$ cat src/rtl/ram_burst_read_ctrl.sv
// Burst read sequencer feeding the RAM read-data capture stage.
// Issues one read per cycle and tracks in-flight reads.
module ram_burst_read_ctrl #(
    parameter int ADDR_W          = 8,
    parameter int LEN_W           = 8,
    parameter int MAX_OUTSTANDING = 4
) (
    input  logic              i_clk,
    input  logic              i_rst,
    input  logic              i_cmd_valid,
    output logic              o_cmd_ready,
    input  logic [ADDR_W-1:0] i_cmd_addr,
    input  logic [LEN_W-1:0]  i_cmd_len,
    input  logic              i_stall,
    output logic              o_rd_en,
    output logic [ADDR_W-1:0] o_rd_addr,
    input  logic              i_rd_valid,
    output logic              o_busy,
    output logic              o_done,
    output logic              o_err
);

    localparam int OW = $clog2(MAX_OUTSTANDING + 1);
    localparam logic [OW-1:0] OMAX = OW'(MAX_OUTSTANDING);

    typedef enum logic [1:0] {
        S_IDLE,
        S_ISSUE,
        S_DRAIN,
        S_DONE
    } state_t;

    state_t            state_q, state_d;
    logic [ADDR_W-1:0] addr_q, addr_d;
    logic [LEN_W-1:0]  rem_q, rem_d;
    logic [OW-1:0]     outst_q, outst_d;
    logic [OW-1:0]     drop_q, drop_d;
    logic              rd_en_q, rd_en_d;
    logic [ADDR_W-1:0] rd_addr_q, rd_addr_d;
    logic              err_q, err_d;

    logic              issue;
    logic              can_issue;
    logic              ret_drop;
    logic              ret;
    logic              dec;
    logic              err_set;

    // Classify returned beats: flushed (pre-reset) reads, counted returns, strays
    always_comb begin
        ret_drop  = i_rd_valid && (drop_q != '0);
        ret       = i_rd_valid && (drop_q == '0);
        dec       = ret && (outst_q != '0);
        err_set   = ret && (outst_q == '0);
        can_issue = !i_stall && (outst_q < OMAX);
    end

    // Next-state and issue logic; first read can go out in the accept cycle
    always_comb begin
        state_d   = state_q;
        addr_d    = addr_q;
        rem_d     = rem_q;
        rd_en_d   = 1'b0;
        rd_addr_d = rd_addr_q;
        issue     = 1'b0;
        unique case (state_q)
            S_IDLE: begin
                if (i_cmd_valid) begin
                    if (i_cmd_len == '0) begin
                        state_d = S_DONE;
                    end else if (can_issue) begin
                        issue     = 1'b1;
                        rd_en_d   = 1'b1;
                        rd_addr_d = i_cmd_addr;
                        addr_d    = i_cmd_addr + ADDR_W'(1);
                        rem_d     = i_cmd_len - LEN_W'(1);
                        if (i_cmd_len == LEN_W'(1)) begin
                            state_d = S_DRAIN;
                        end else begin
                            state_d = S_ISSUE;
                        end
                    end else begin
                        addr_d  = i_cmd_addr;
                        rem_d   = i_cmd_len;
                        state_d = S_ISSUE;
                    end
                end
            end
            S_ISSUE: begin
                if ((rem_q != '0) && can_issue) begin
                    issue     = 1'b1;
                    rd_en_d   = 1'b1;
                    rd_addr_d = addr_q;
                    addr_d    = addr_q + ADDR_W'(1);
                    rem_d     = rem_q - LEN_W'(1);
                    if (rem_q == LEN_W'(1)) begin
                        state_d = S_DRAIN;
                    end
                end
            end
            S_DRAIN: begin
                // Finish as soon as the net count reaches zero this cycle
                if (outst_q == OW'(dec)) begin
                    state_d = S_DONE;
                end
            end
            S_DONE: begin
                state_d = S_IDLE;
            end
            default: begin
                state_d = S_IDLE;
            end
        endcase
    end

    // Outstanding-read count, flush count and sticky error
    always_comb begin
        outst_d = outst_q;
        if (issue && !dec) begin
            outst_d = outst_q + OW'(1);
        end else if (!issue && dec) begin
            outst_d = outst_q - OW'(1);
        end
        drop_d = drop_q;
        if (ret_drop) begin
            drop_d = drop_q - OW'(1);
        end
        err_d = err_q | err_set;
    end

    // State registers; reset remembers in-flight reads so their returns are discarded
    always_ff @(posedge i_clk) begin
        if (i_rst) begin
            state_q   <= S_IDLE;
            addr_q    <= '0;
            rem_q     <= '0;
            outst_q   <= '0;
            drop_q    <= outst_q - OW'(dec);
            rd_en_q   <= 1'b0;
            rd_addr_q <= '0;
            err_q     <= 1'b0;
        end else begin
            state_q   <= state_d;
            addr_q    <= addr_d;
            rem_q     <= rem_d;
            outst_q   <= outst_d;
            drop_q    <= drop_d;
            rd_en_q   <= rd_en_d;
            rd_addr_q <= rd_addr_d;
            err_q     <= err_d;
        end
    end

    assign o_cmd_ready = (state_q == S_IDLE);
    assign o_busy      = (state_q != S_IDLE);
    assign o_done      = (state_q == S_DONE);
    assign o_rd_en     = rd_en_q;
    assign o_rd_addr   = rd_addr_q;
    assign o_err       = err_q;

endmodule

$ cat config.mk
export PLATFORM = sky130hd
export DESIGN_NAME = ram_burst_read_ctrl
export DESIGN_NICKNAME = d
export VERILOG_FILES = /design/src/rtl/ram_burst_read_ctrl.sv
export SDC_FILE = /design/constraint.sdc
export NUM_CORES = 1
export LEC_CHECK = 0
export BUFFER_PORTS_ARGS = -buffer_cell sky130_fd_sc_hd__buf_2
export CAP_MARGIN = 25
export CORE_UTILIZATION = 40
export CTS_CLUSTER_DIAMETER = 120
export DETAILED_ROUTE_END_ITERATION = 10
export GPL_TIMING_DRIVEN = 0
export PLACE_DENSITY = 0.64
export SLEW_MARGIN = 20
export SYNTH_ARGS = -nofsm -noshare
export SYNTH_HDL_FRONTEND = slang
export SYNTH_SLANG_ARGS = --single-unit
$ cat constraint.sdc
create_clock -name i_clk -period 2.7 [get_ports i_clk]
set_input_delay 0.135 -clock i_clk [delete_from_list [all_inputs] [get_ports i_clk]]
set_output_delay 0.135 -clock i_clk [all_outputs]
set_load 0.01 [all_outputs]
## Yosys cells after proc, flatten, opt, wreduce, memory -nomap -nowiden

Cells that the tools add are included.

- Flip-flop bits (word level): 34
- Input bits: 21
- Output and inout port bits: 13
- Word-level logic and storage cells: 87

- $add $sub $neg: 8
- $lt $le $gt $ge: 1
- Equality and inequality tests: 12
- Muxes and demuxes: 32
- Bitwise gates (word level): 1
- Reductions and logical operators: 25

Operators with widths:

| operator | number |
|---|---|
| 8-bit 2-to-1 mux | 12 |
| 8-bit one-hot mux with 2 select lines | 3 |
| 8-bit by 1-bit adder with 8-bit output (second input constant) | 2 |
| 8-bit by 1-bit equality test with 1-bit output (second input constant) | 2 |
| 8-bit by 1-bit subtractor with 8-bit output (second input constant) | 2 |
| 2-bit 2-to-1 mux | 7 |
| 3-bit 2-to-1 mux | 4 |
| 2-bit != test (second input constant) | 5 |
| 1-bit logical AND | 8 |
| 8-bit zero test | 1 |
| 2-bit one-hot mux with 4 select lines | 1 |
| 4-bit AND reduction | 2 |
| 2-bit nonzero test | 4 |
| 8-bit nonzero test | 1 |
| 3-bit zero test | 2 |
| 3-bit nonzero test | 2 |
| 3-bit by 1-bit subtractor with 3-bit output (second input constant) | 2 |
| 5-bit AND reduction | 1 |
| 2-bit equality test (second input constant) | 2 |
| 1-bit 2-to-1 mux | 4 |
| 3-bit by 1-bit adder with 3-bit output (second input constant) | 1 |
| 3-bit by 1-bit equality test with 1-bit output | 1 |
| 1-bit zero test | 3 |
| 3-bit < comparator (second input constant) | 1 |
| other kinds (6) | 6 |

## Depth between registers and ports, before layout

Gate-level depths: netlist (run 1).

- Depth after elaboration: 10
- Gate-level depth with buffers: 13
- Gate-level depth less buffers: 12

## Least setup slack after synthesis (run 1)

Ideal clock, no wire load.

- Path type: register to register
- Start point: register state_q[1]
- End point: register outst_q[2]
- Setup time: 0.071 ns
- Data arrival time: 2.451 ns
- Required time: 2.629 ns
- Path slack: 0.179 ns
- Stages on the path, launching flop included: 14
- Buffers on the path: 1
- Period minus slack after synthesis: 2.521 ns
- Cell sequence: dfxtp_1 > inv_1 > ha_1 > inv_1 > clkbuf_1 > a31oi_1 > a31oi_1 > nor3_1 > ha_1 > inv_1 > fa_1 > xor2_1 > or3_1 > a21oi_1

- Word-level cells in the longest chain between the ends: 5
- Elaborated cells between the ends (all ways): 8
- Those cells by class: eq/ne: 1; mux: 2; reduce/logical: 5

Ends and longest elaborated chain:

| item | line | source |
|---|---|---|
| start: declaration | 33 | `state_t state_q, state_d;` |
| start signal: assignment | 143 | `state_q <= state_d;` |
| 2-bit by 1-bit equality test with 1-bit output or 2-bit zero test (tied branches) | 66 | `unique case (state_q)` |
| 1-bit one-hot mux with 2 select lines (*) | 66 |  |
| via issue | 42 | `logic issue;` |
| 1-bit zero test | 121 | `end else if (!issue && dec) begin` |
| 1-bit logical AND | 121 |  |
| 2-bit nonzero test (no source line) | n/a |  |
| end signal: assignment | 146 | `outst_q <= outst_d;` |
| end: declaration | 36 | `logic [OW-1:0] outst_q, outst_d;` |

Mark *: on every way through the listed nets, which the timed path passes. The rest lies on a longest branch.
A chain may end at the register's enable or synchronous reset.

## Worst setup path in the final report (run 1)

- Start point: register rem_q[1]
- End point: register outst_q[2]

- Word-level cells in the longest chain between the ends: 7
- Elaborated cells between the ends (all ways): 9
- Those cells by class: mux: 3; reduce/logical: 6

Ends and longest elaborated chain:

| item | line | source |
|---|---|---|
| start: declaration | 35 | `logic [LEN_W-1:0] rem_q, rem_d;` |
| start signal: assignment | 145 | `rem_q <= rem_d;` |
| 8-bit nonzero test (*) | 90 | `if ((rem_q != '0) && can_issue) begin` |
| 1-bit logical AND (*) | 90 |  |
| 1-bit 2-to-1 mux (*) | 90 |  |
| 1-bit one-hot mux with 2 select lines (*) | 66 |  |
| via issue | 42 |  |
| 1-bit zero test | 121 |  |
| 1-bit logical AND | 121 |  |
| 2-bit nonzero test (no source line) | n/a |  |

Marks and branches as above.

==> results.cfg, run 1 <==
[floorplanning]
die_width_um = 80.26
top_level_ports = 34
die_area_mm2 = 0.006442
rows = 28
initial_core_util = 0.4138
coreArea_mm2 = 0.005921
die_h_um = 80.26

[worst_setup_path]
cp_slowest_cell = dfxtp_1
endpoint = outst_q[2]
r2r_start = rem_q[1]
path_delay_family = adder cells
crit_path_start_kind = register
crit_fanout = 7
startpoint = rem_q[1]
worstPathArrival_ns = 2.81
critical_path.endpoint_type = register
cp_num_buf_inv = 2
r2r_cells = 11
crit_chain = inv_1 > ha_1 > a31oi_1 > a31oi_1 > nor3_1 > ha_1 > inv_1 > fa_1 > xor2_1 > or3_1 > a21oi_1
crit_type = register to register
r2r-end = outst_q[2]
critical_path_cell_count = 11
required_ns = 2.93
critPathMaxStageDelay_ns = 0.46
r2r_slack_ns = 0.12

[sta]
fin_ws_ns = 0.1190
hold_viol = 0
post-route-min-period_ns = 2.581
fin_worst_skew_ns = 0.007973
period_share = 0.9559
tightest_slew_ns = 0.8266
rsz0062_at_grt = false
slew_headroom = 0.4443
hold_slack_ns = 0.09995
setup_violations = 0
clock.fmax_mhz = 387.4
drv_slew = 0

[synth]
ys.flop_type = dfxtp_1
yosysSeqAreaShare = 0.2901
synth_seq_cells = 34
ys_types = 58
avgSynthCellArea_um2 = 8.566
synthesis.nets = 326
synth_cells = 286
netlist_area_mm2 = 0.002450
synth_warnings = 0
async_flop_share = 0
synth_edf_count = 3

[place]
dp_hpwl_mm = 4.431
pre_cts_ws_ns = -0.2590
gp_congestion = 0.8822
io_buffer_count = 33

[clocking]
cts_buffer_depth = 2
worstSkewPairLatency_ns = 0.29
h-tree-depth = 2
cts_hold_buf = 0
cts_root_buffer = clkbuf_8
cts_buffers = 5
cts_tree = done
path_clk_slew_ns = 0.08
clock-sinks = 34

[final_layout]
final_cell_mix = buf_2, nand2_1, dfxtp_1
final_core_util = 0.4852
layout_commonest_cell = buf_2
fillers = 568
diodes = 0
final_nets = 366
drive_above_1_share = 0.2080
area_growth_pct = 17.26

[detailed_routing]
drtPass1Iterations = 5
drt_iter0_markers = 157
wl_met3_um = 289
drt-met1-wl_mm = 2.810
drc_errors = 0
highest_layer = met4
wirelength_mm = 5.897
post_drt_wl_per_cell_um = 14.67
wl_met2_mm = 2.708
vias = 2274
drt-vias-per-instance = 5.657
ant_nets = 0

[job]
drv_cap = 0

[power_and_ir_drop]
power.leakage_nw = 1.178
ir_worst_vdd_v = 0.0004096
power_per_cell_area_mw_per_mm2 = 1008

[grt]
antenna_found_initial = 0
grt_max_degree = 14
grt_usage = 0.1966
gr-total-overflow = 0
grt_pass1_wl_mm = 9.542
grt_pass1_vias = 1992

[min_path]
holdCritPathClass = input port to register

[run_status]
outcome = finished clean
==> worst register-to-register path, stage by stage, from the launching register on <==
cell     delay (ns)
dfxtp_1        0.46
inv_1          0.12
ha_1           0.22
a31oi_1        0.15
a31oi_1        0.08
nor3_1         0.21
ha_1           0.22
inv_1          0.06
fa_1           0.37
xor2_1         0.18
or3_1          0.30
a21oi_1        0.15
==> report_power, final <==
group / leakage [nW] / internal, mW / switching, mW
registers: 0.287 / 0.697 / 0.160
clock network: 0.0714 / 0.394 / 0.200
logic: 0.820 / 0.606 / 0.839
==> metrics by stage <==
| step | power, mW | TNS, ns | instances | area [um2] |
|---|---|---|---|---|
| after global routing | 3.124 | 0 | 402 | 2873 |
| after detailed placement | 2.277 | -0.2970 | 394 | 2709 |
| after CTS | 2.885 | 0 | 402 | 2861 |
| after floorplan | 1.911 | 0 | 286 | 2450 |
| final | 2.896 | 0 | 402 | 2873 |
| after global placement | 2.249 | -0.2184 | 394 | 2709 |
==> worst min path at each step <==
| stage | from | to | slack (ns) | cells after the start |
|---|---|---|---|---|
| CTS | i_stall | o_rd_en | 0.08 | 2 |
| global route | i_stall | o_rd_en | 0.09 | 2 |
| floorplan | i_stall | o_rd_en | 0.21 | 1 |
| detailed placement | i_stall | o_rd_en | 0.40 | 2 |
| global placement | i_stall | o_rd_en | 0.41 | 2 |
| finish | i_stall | o_rd_en | 0.1 | 2 |
==> cell type report <==
| type | count | area [um2] | area share |
|---|---|---|---|
| Sequential cell | 34 | 711.9 | 0.2478 |
| Tap cell | 75 | 93.84 | 0.03267 |
| Inverter | 17 | 67.56 | 0.02352 |
| Clock buffer | 6 | 82.58 | 0.02875 |
| Clock inverter | 2 | 60.06 | 0.02091 |
| Multi-Input combinational cell | 222 | 1610 | 0.5605 |
| Timing Repair Buffer | 34 | 172.7 | 0.06010 |
| Buffer | 12 | 73.82 | 0.02570 |
==> cell families (layout without fill, tap and decap cells) <==
family	after synthesis	after routing	share of synthesized area
and+or+nand+nor	108	108	0.2390
AOI/OAI and AO/OA	64	64	0.1946
DFF	34	34	0.2901
buffers and inverters	30	71	0.05771
adders and majority gates	19	19	0.1001
xor gates and xnor gates	17	17	0.06078
muxes	14	14	0.05771
==> metal layers <==
metal	GRT usage	vias to the layer above
met5	0	-
met4	0.06429	0
met3	0.05114	11
met2	0.3111	71
met1	0.2581	1063
li1	-	1129
==> synthesized netlist by cell type, types with 3 or more instances <==
library cell | instances | area [um2]
nand3_1 | 9 | 45.04
xor2_1 | 10 | 87.58
edfxtp_1 | 3 | 90.09
dfxtp_1 | 31 | 620.6
xnor2_1 | 7 | 61.31
mux2i_1 | 13 | 130.1
a31oi_1 | 4 | 25.02
clkbuf_1 | 3 | 11.26
nand2b_1 | 4 | 25.02
ha_1 | 18 | 225.2
nor2_1 | 23 | 86.33
nor3_1 | 7 | 35.03
nor2b_1 | 4 | 25.02
nor4_1 | 3 | 18.77
buf_6 | 3 | 33.78
nand2_1 | 30 | 112.6
a21oi_1 | 9 | 45.04
or3_1 | 3 | 18.77
a211oi_2 | 4 | 50.05
o21ai_0 | 14 | 70.07
a211oi_1 | 8 | 60.06
buf_2 | 5 | 25.02
a32o_1 | 5 | 50.05
nand4_1 | 7 | 43.79
inv_1 | 16 | 60.06
==> registers in the layout, indices dropped and copies added (netlist names) <==
register and count:
o_rd_addr 8, outst_q 3, o_err 1, rem_q 8
drop_q 3, state_q 2, o_rd_en 1, addr_q 8
==> repair_timing <==
action,in CTS,in global routing
setup endpoints to repair,2,1
buffers inserted,1,0
cloned,0,0
gates resized for setup,2,2
Power figures use the tool's default switching activity.
==> inputs of run 2 (changes only) <==
--- a/config.mk
+++ b/config.mk
@@ -5,9 +5,11 @@
 export SDC_FILE = /design/constraint.sdc
 export NUM_CORES = 1
 export LEC_CHECK = 0
+export ABC_AREA = 1
 export BUFFER_PORTS_ARGS = -buffer_cell sky130_fd_sc_hd__buf_2
 export CAP_MARGIN = 25
 export CORE_UTILIZATION = 40
+export CTS_BUF_LIST = sky130_fd_sc_hd__clkbuf_4 sky130_fd_sc_hd__clkbuf_8
 export CTS_CLUSTER_DIAMETER = 120
 export DETAILED_ROUTE_END_ITERATION = 10
 export GPL_TIMING_DRIVEN = 0
==> run 2 against run 1 <==
  * Cell count rose by 27%
  * Via count rose by 9.9%
  * Utilization rose by 0.16 points
  * Global-route usage rose by 0.80 points
  * Sequential cell count did not move
  * Largest power group unchanged
  * Worst hold slack improved by 0.020 ns
==> results.cfg, run 2 <==
[floorplanning]
die_width_um = 82.14
initial_core_util = 0.4238
die_area_mm2 = 0.006746
top_level_ports = 34
coreArea_mm2 = 0.006061
die_h_um = 82.14
rows = 28

[detailed_routing]
drc_errors = 0
drt_iter0_markers = 159
ant_nets = 0
vias = 2500
drt-vias-per-instance = 4.892
post_drt_wl_per_cell_um = 12.23
drtPass1Iterations = 4
wirelength_mm = 6.252

[worst_setup_path]
r2r_cells = 13
worstPathArrival_ns = 2.70
critical_path.endpoint_type = register
r2r_slack_ns = 0.24
r2r-end = outst_q[2]
crit_fanout = 8
required_ns = 2.94
crit_type = register to register
crit_path_start_kind = register
r2r_start = state_q[1]

[sta]
rsz0062_at_grt = false
hold_slack_ns = 0.1198
fin_ws_ns = 0.2417
period_share = 0.9105
drv_slew = 0
slew_headroom = 0.5951
setup_violations = 0
hold_viol = 0
post-route-min-period_ns = 2.458
setup_tns_ns = 0
fin_worst_skew_ns = 0.008255
clock.fmax_mhz = 406.8
tightest_slew_ns = 0.6074

[synth]
synth_warnings = 0
yosysTopAreaCell = dfxtp_1
synth_cells = 395
synth_top_family_by_area = simple AND/OR/NAND/NOR gates
yosysMostFrequentCell = nand2_1
ys_types = 34
synthesis.nets = 435
async_flop_share = 0
synth_common_cells = nand2_1, nor2_1, inv_1
muxShareOfSynthArea = 0.01169
netlist_area_mm2 = 0.002569
synth_xor_area_frac = 0.02387
avgSynthCellArea_um2 = 6.503
yosysSeqAreaShare = 0.2767
synth-simple-area-share = 0.3536
synth_seq_cells = 34
synth_top_area_share = 0.2416
ys.flop_type = dfxtp_1
synthAdderAreaFrac = 0.09547
synth_compound_area_frac = 0.1422
synth_edf_count = 3
ys_top_cells_by_area = dfxtp_1, nand2_1, nor2_1

[power_and_ir_drop]
totalPowerFinal_mw = 3.184
seqPwrFrac = 0.280
power_switching_share = 0.4657
power_switching_mw = 1.482
power_per_cell_area_mw_per_mm2 = 1079
p_int_mw = 1.701
ir_worst_vdd_v = 0.0005004
power.leakage_nw = 1.454
p_comb_frac = 0.559
clock_power_share = 0.161

[clocking]
cts_buffers = 5
cts_buffer_depth = 2
postCtsSetupBuffers = 0
cts_tree = done
cts_resized = 0
clock-sinks = 34
cts_root_buffer = clkbuf_8
worstSkewPairLatency_ns = 0.30
cts_hold_buf = 0
h-tree-depth = 2
path_clk_slew_ns = 0.08

[final_layout]
final_nets = 475
area_growth_pct = 14.86
layout_commonest_cell = nand2_1
stdcell_count = 511
final_cell_mix = nand2_1, nor2_1, inv_1
final_core_util = 0.4868
drive_above_1_share = 0.1491
stdcell_area_mm2 = 0.002950
diodes = 0

[grt]
grt_pass1_wl_mm = 10.18
grt_max_degree = 12
antenna_found_initial = 0
gr-total-overflow = 0
grt_pass1_vias = 2290
grt_usage = 0.2046

[min_path]
hold_path_end = o_err
holdCritPathClass = input port to register
min_from = i_rd_valid
min_path_cells = 3

[place]
gp_congestion = 0.8325
dp_hpwl_mm = 4.747
dpl-instance-area_mm2 = 0.002828
dpl.cell_count = 503
pre_cts_ws_ns = 0.1387
io_buffer_count = 33

[run_status]
outcome = finished clean

[job]
drv_cap = 0
-- run 2: cell count changes after synthesis, sizes merged, moves of 5 or more --
cell,before,now
xor2,10,4
o21ai,15,40
a21oi,10,27
nor4,6,0
inv,16,48
mux2i,13,3
nand3,9,21
nor2,24,77
a211oi,12,0
buf,10,5
a32o,5,0
nand2,30,94
-- run 2: power groups by stage --
| stage | logic (mW) | clock network (mW) | registers [mW] |
|---|---|---|---|
| detailed placement | 1.78 | 0 | 0.901 |
| global placement | 1.76 | 0 | 0.893 |
| CTS | 1.79 | 0.525 | 0.891 |
| floorplan | 1.35 | 0 | 0.886 |
| finish | 1.78 | 0.513 | 0.892 |
| global route | 2.02 | 0.545 | 0.923 |
-- run 2: how the worst max path moves through the flow --
stage               startpoint          to  slack, ns  depth (start not counted)
floorplan           state_q[1]  outst_q[2]       0.53                         13
global placement    state_q[1]  outst_q[2]       0.18                         13
detailed placement  state_q[1]  outst_q[2]       0.14                         13
CTS                 state_q[1]  outst_q[2]       0.11                         13
global route        state_q[1]  outst_q[2]       0.04                         13
finish              state_q[1]  outst_q[2]       0.24                         13
-- run 2: routing by layer --
layer  vias up  track usage  wire length (um)
met5         -            0                 0
met4         0      0.07193                78
met3         7      0.04725               359
met2        62       0.3537              2900
met1      1095       0.2466              2913
li1       1336            -                 -
-- run 2: cells by family (layout without fill, tap and decap cells) --
family / count (synthesis) / count (layout)
compound gates: 71 / 71
buf+inv: 59 / 100
fa+ha+maj: 19 / 19
flops: 34 / 34
simple gates: 202 / 202
mux: 3 / 3
xor+xnor: 7 / 7
-- run 2: final cells by class --
| type | count | area [um2] |
|---|---|---|
| Buffer | 10 | 63.81 |
| Clock buffer | 7 | 90.09 |
| Clock inverter | 1 | 30.03 |
| Fill cell | 651 | 3110 |
| Inverter | 49 | 183.9 |
| Multi-Input combinational cell | 302 | 1613 |
| Sequential cell | 34 | 710.7 |
| Tap cell | 75 | 93.84 |
| Timing Repair Buffer | 33 | 165.2 |
-- run 2: critical path: stages, from the launching register on --
cell	delay, ns
dfxtp_1	0.34
inv_1	0.11
ha_2	0.29
inv_1	0.19
or2_2	0.37
nand2_1	0.07
ha_1	0.14
inv_1	0.07
fa_1	0.39
nor2_1	0.12
nor2_1	0.04
nand2_1	0.07
o21ai_0	0.07
a21oi_1	0.12
==> inputs of run 3 (changes only) <==
--- a/config.mk
+++ b/config.mk
@@ -8,12 +8,12 @@
 export ABC_AREA = 1
 export BUFFER_PORTS_ARGS = -buffer_cell sky130_fd_sc_hd__buf_2
 export CAP_MARGIN = 25
-export CORE_UTILIZATION = 40
+export CORE_UTILIZATION = 60
 export CTS_BUF_LIST = sky130_fd_sc_hd__clkbuf_4 sky130_fd_sc_hd__clkbuf_8
 export CTS_CLUSTER_DIAMETER = 120
 export DETAILED_ROUTE_END_ITERATION = 10
 export GPL_TIMING_DRIVEN = 0
-export PLACE_DENSITY = 0.64
+export PLACE_DENSITY = 0.87
 export SLEW_MARGIN = 20
 export SYNTH_ARGS = -nofsm -noshare
 export SYNTH_HDL_FRONTEND = slang
==> run 3 against run 2 <==
  * Largest cell class unchanged
  * Sequential power barely moved
  * Critical endpoint unchanged
  * Fmax increased by 0.14%
  * Non-clock buffer count unchanged
  * Critical path type unchanged
  * Wire length fell by 4.1%
==> results.cfg, run 3 (same netlist as run 2, synthesis figures left out) <==
[run_status]
outcome = finished clean

[final_layout]
final_core_util = 0.7095
stdcell_area_mm2 = 0.002879
final_nets = 475
final_cell_mix = nand2_1, nor2_1, inv_1
layout_commonest_cell = nand2_1
drive_above_1_share = 0.1422
area_growth_pct = 12.08
fillers = 371
diodes = 0
register_area_um2 = 710.7
stdcell_count = 486
multiInputGateArea_mm2 = 0.001613

[power_and_ir_drop]
seqPwrFrac = 0.294
power_per_cell_area_mw_per_mm2 = 1057
ir_worst_vdd_v = 0.0006002
clock_power_share = 0.118
power_switching_share = 0.4858
power.leakage_nw = 1.433
p_comb_frac = 0.588
p_int_mw = 1.564
power_switching_mw = 1.478

[worst_setup_path]
r2r_start = state_q[1]
required_ns = 2.92
r2r-end = outst_q[2]
startpoint = state_q[1]
critical_path.endpoint_type = register
crit_type = register to register
endpoint = outst_q[2]
r2r_cells = 13
crit_path_start_kind = register
crit_fanout = 8
worstPathArrival_ns = 2.68
r2r_slack_ns = 0.25

[clocking]
h-tree-depth = 2
cts_tree = done
cts_buffer_depth = 2
cts_hold_buf = 0
worstSkewPairLatency_ns = 0.29
clock-sinks = 34
cts_root_buffer = clkbuf_8
cts_buffers = 5
path_clk_slew_ns = 0.07
postCtsSetupBuffers = 0

[detailed_routing]
ant_nets = 0
drc_errors = 0
wirelength_mm = 5.998
drt_iter0_markers = 216
vias = 2613
drtPass1Iterations = 5
post_drt_wl_per_cell_um = 12.34
drt-vias-per-instance = 5.377

[sta]
post-route-min-period_ns = 2.455
tightest_slew_ns = 0.6096
hold_slack_ns = 0.1265
setup_violations = 0
period_share = 0.9092
hold_viol = 0
fin_worst_skew_ns = 0.007209
rsz0062_at_grt = false
clock.fmax_mhz = 407.3
drv_slew = 0
setup_tns_ns = 0
slew_headroom = 0.5936

[floorplanning]
die_width_um = 67.43
die_area_mm2 = 0.004547
coreArea_mm2 = 0.004058
rows = 23
top_level_ports = 34
initial_core_util = 0.6331
die_h_um = 67.43

[place]
io_buffer_count = 33
dpl-instance-area_mm2 = 0.002796
dpl.cell_count = 478
dp_hpwl_mm = 4.498
gp_congestion = 0.9476

[grt]
grt_max_degree = 11
gr-total-overflow = 0
grt_pass1_wl_mm = 9.729
grt_pass1_vias = 2273
grt_usage = 0.2875
antenna_found_initial = 0

[min_path]
holdCritPathClass = input port to register
min_from = i_rd_valid

[job]
drv_cap = 0
-- run 3: changes by cell type in the layout (fill, tap and decap cells not counted) --
| cell | change |
|---|---|
| clkbuf_8 | -1 |
| bufinv_16 | -1 |
| clkinv_1 | +3 |
| clkbuf_4 | -1 |
-- run 3: power groups by stage --
stage	combinational, mW	sequential, mW	clock (mW)
final	1.79	0.895	0.359
after CTS	1.77	0.889	0.366
after detailed placement	1.76	0.900	0
after floorplan	1.35	0.886	0
after global routing	2.00	0.925	0.385
after global placement	1.72	0.890	0
-- run 3: stage by stage --
step / total power, mW / setup slack [ns]
floorplan: 2.238 / 0.5264
global placement: 2.607 / 0.2360
detailed placement: 2.656 / 0.1643
CTS: 3.030 / 0.1400
global route: 3.309 / 0.04131
finish: 3.042 / 0.2450
-- run 3: area by class of cell --
class | count | share of cell area
flip-flops and latches | 34 | 0.2468
clock buffers | 5 | 0.02390
well taps | 50 | 0.02173
multi-input cells | 302 | 0.5602
inverters | 49 | 0.06389
plain buffers | 10 | 0.02216
repair buffers | 33 | 0.05737
clock inverters | 3 | 0.003911
-- run 3: what timing repair did --
| action | CTS | global route |
|---|---|---|
| setup endpoints to repair | 0 | 1 |
| gates resized for setup | 0 | 1 |
| endpoints found under the hold margin | 0 | 0 |
-- run 3: routing by layer --
metal,part of all wire,global-route usage,wire [um],up-vias
met2,0.48,0.5025,2856,88
met4,0.019,0.09574,114,0
li1,-,-,-,1336
met1,0.46,0.3571,2738,1176
met5,0,0,0,-
met3,0.048,0.04392,288,13
-- run 3: worst max-delay path, cell delays in order, from the launching register on --
cell	delay (ns)
dfxtp_1	0.35
inv_1	0.11
ha_2	0.29
inv_1	0.19
or2_2	0.36
nand2_1	0.07
ha_1	0.13
inv_1	0.07
fa_1	0.39
nor2_1	0.11
nor2_1	0.05
nand2_1	0.08
o21ai_0	0.07
a21oi_1	0.13
-- run 3: how the worst min path moves through the flow --
stage	depth (start not counted)	endpoint
final	3	o_err
after global routing	3	o_err
after CTS	3	o_err
after detailed placement	3	o_err
after global placement	3	o_err
after floorplan	2	o_err
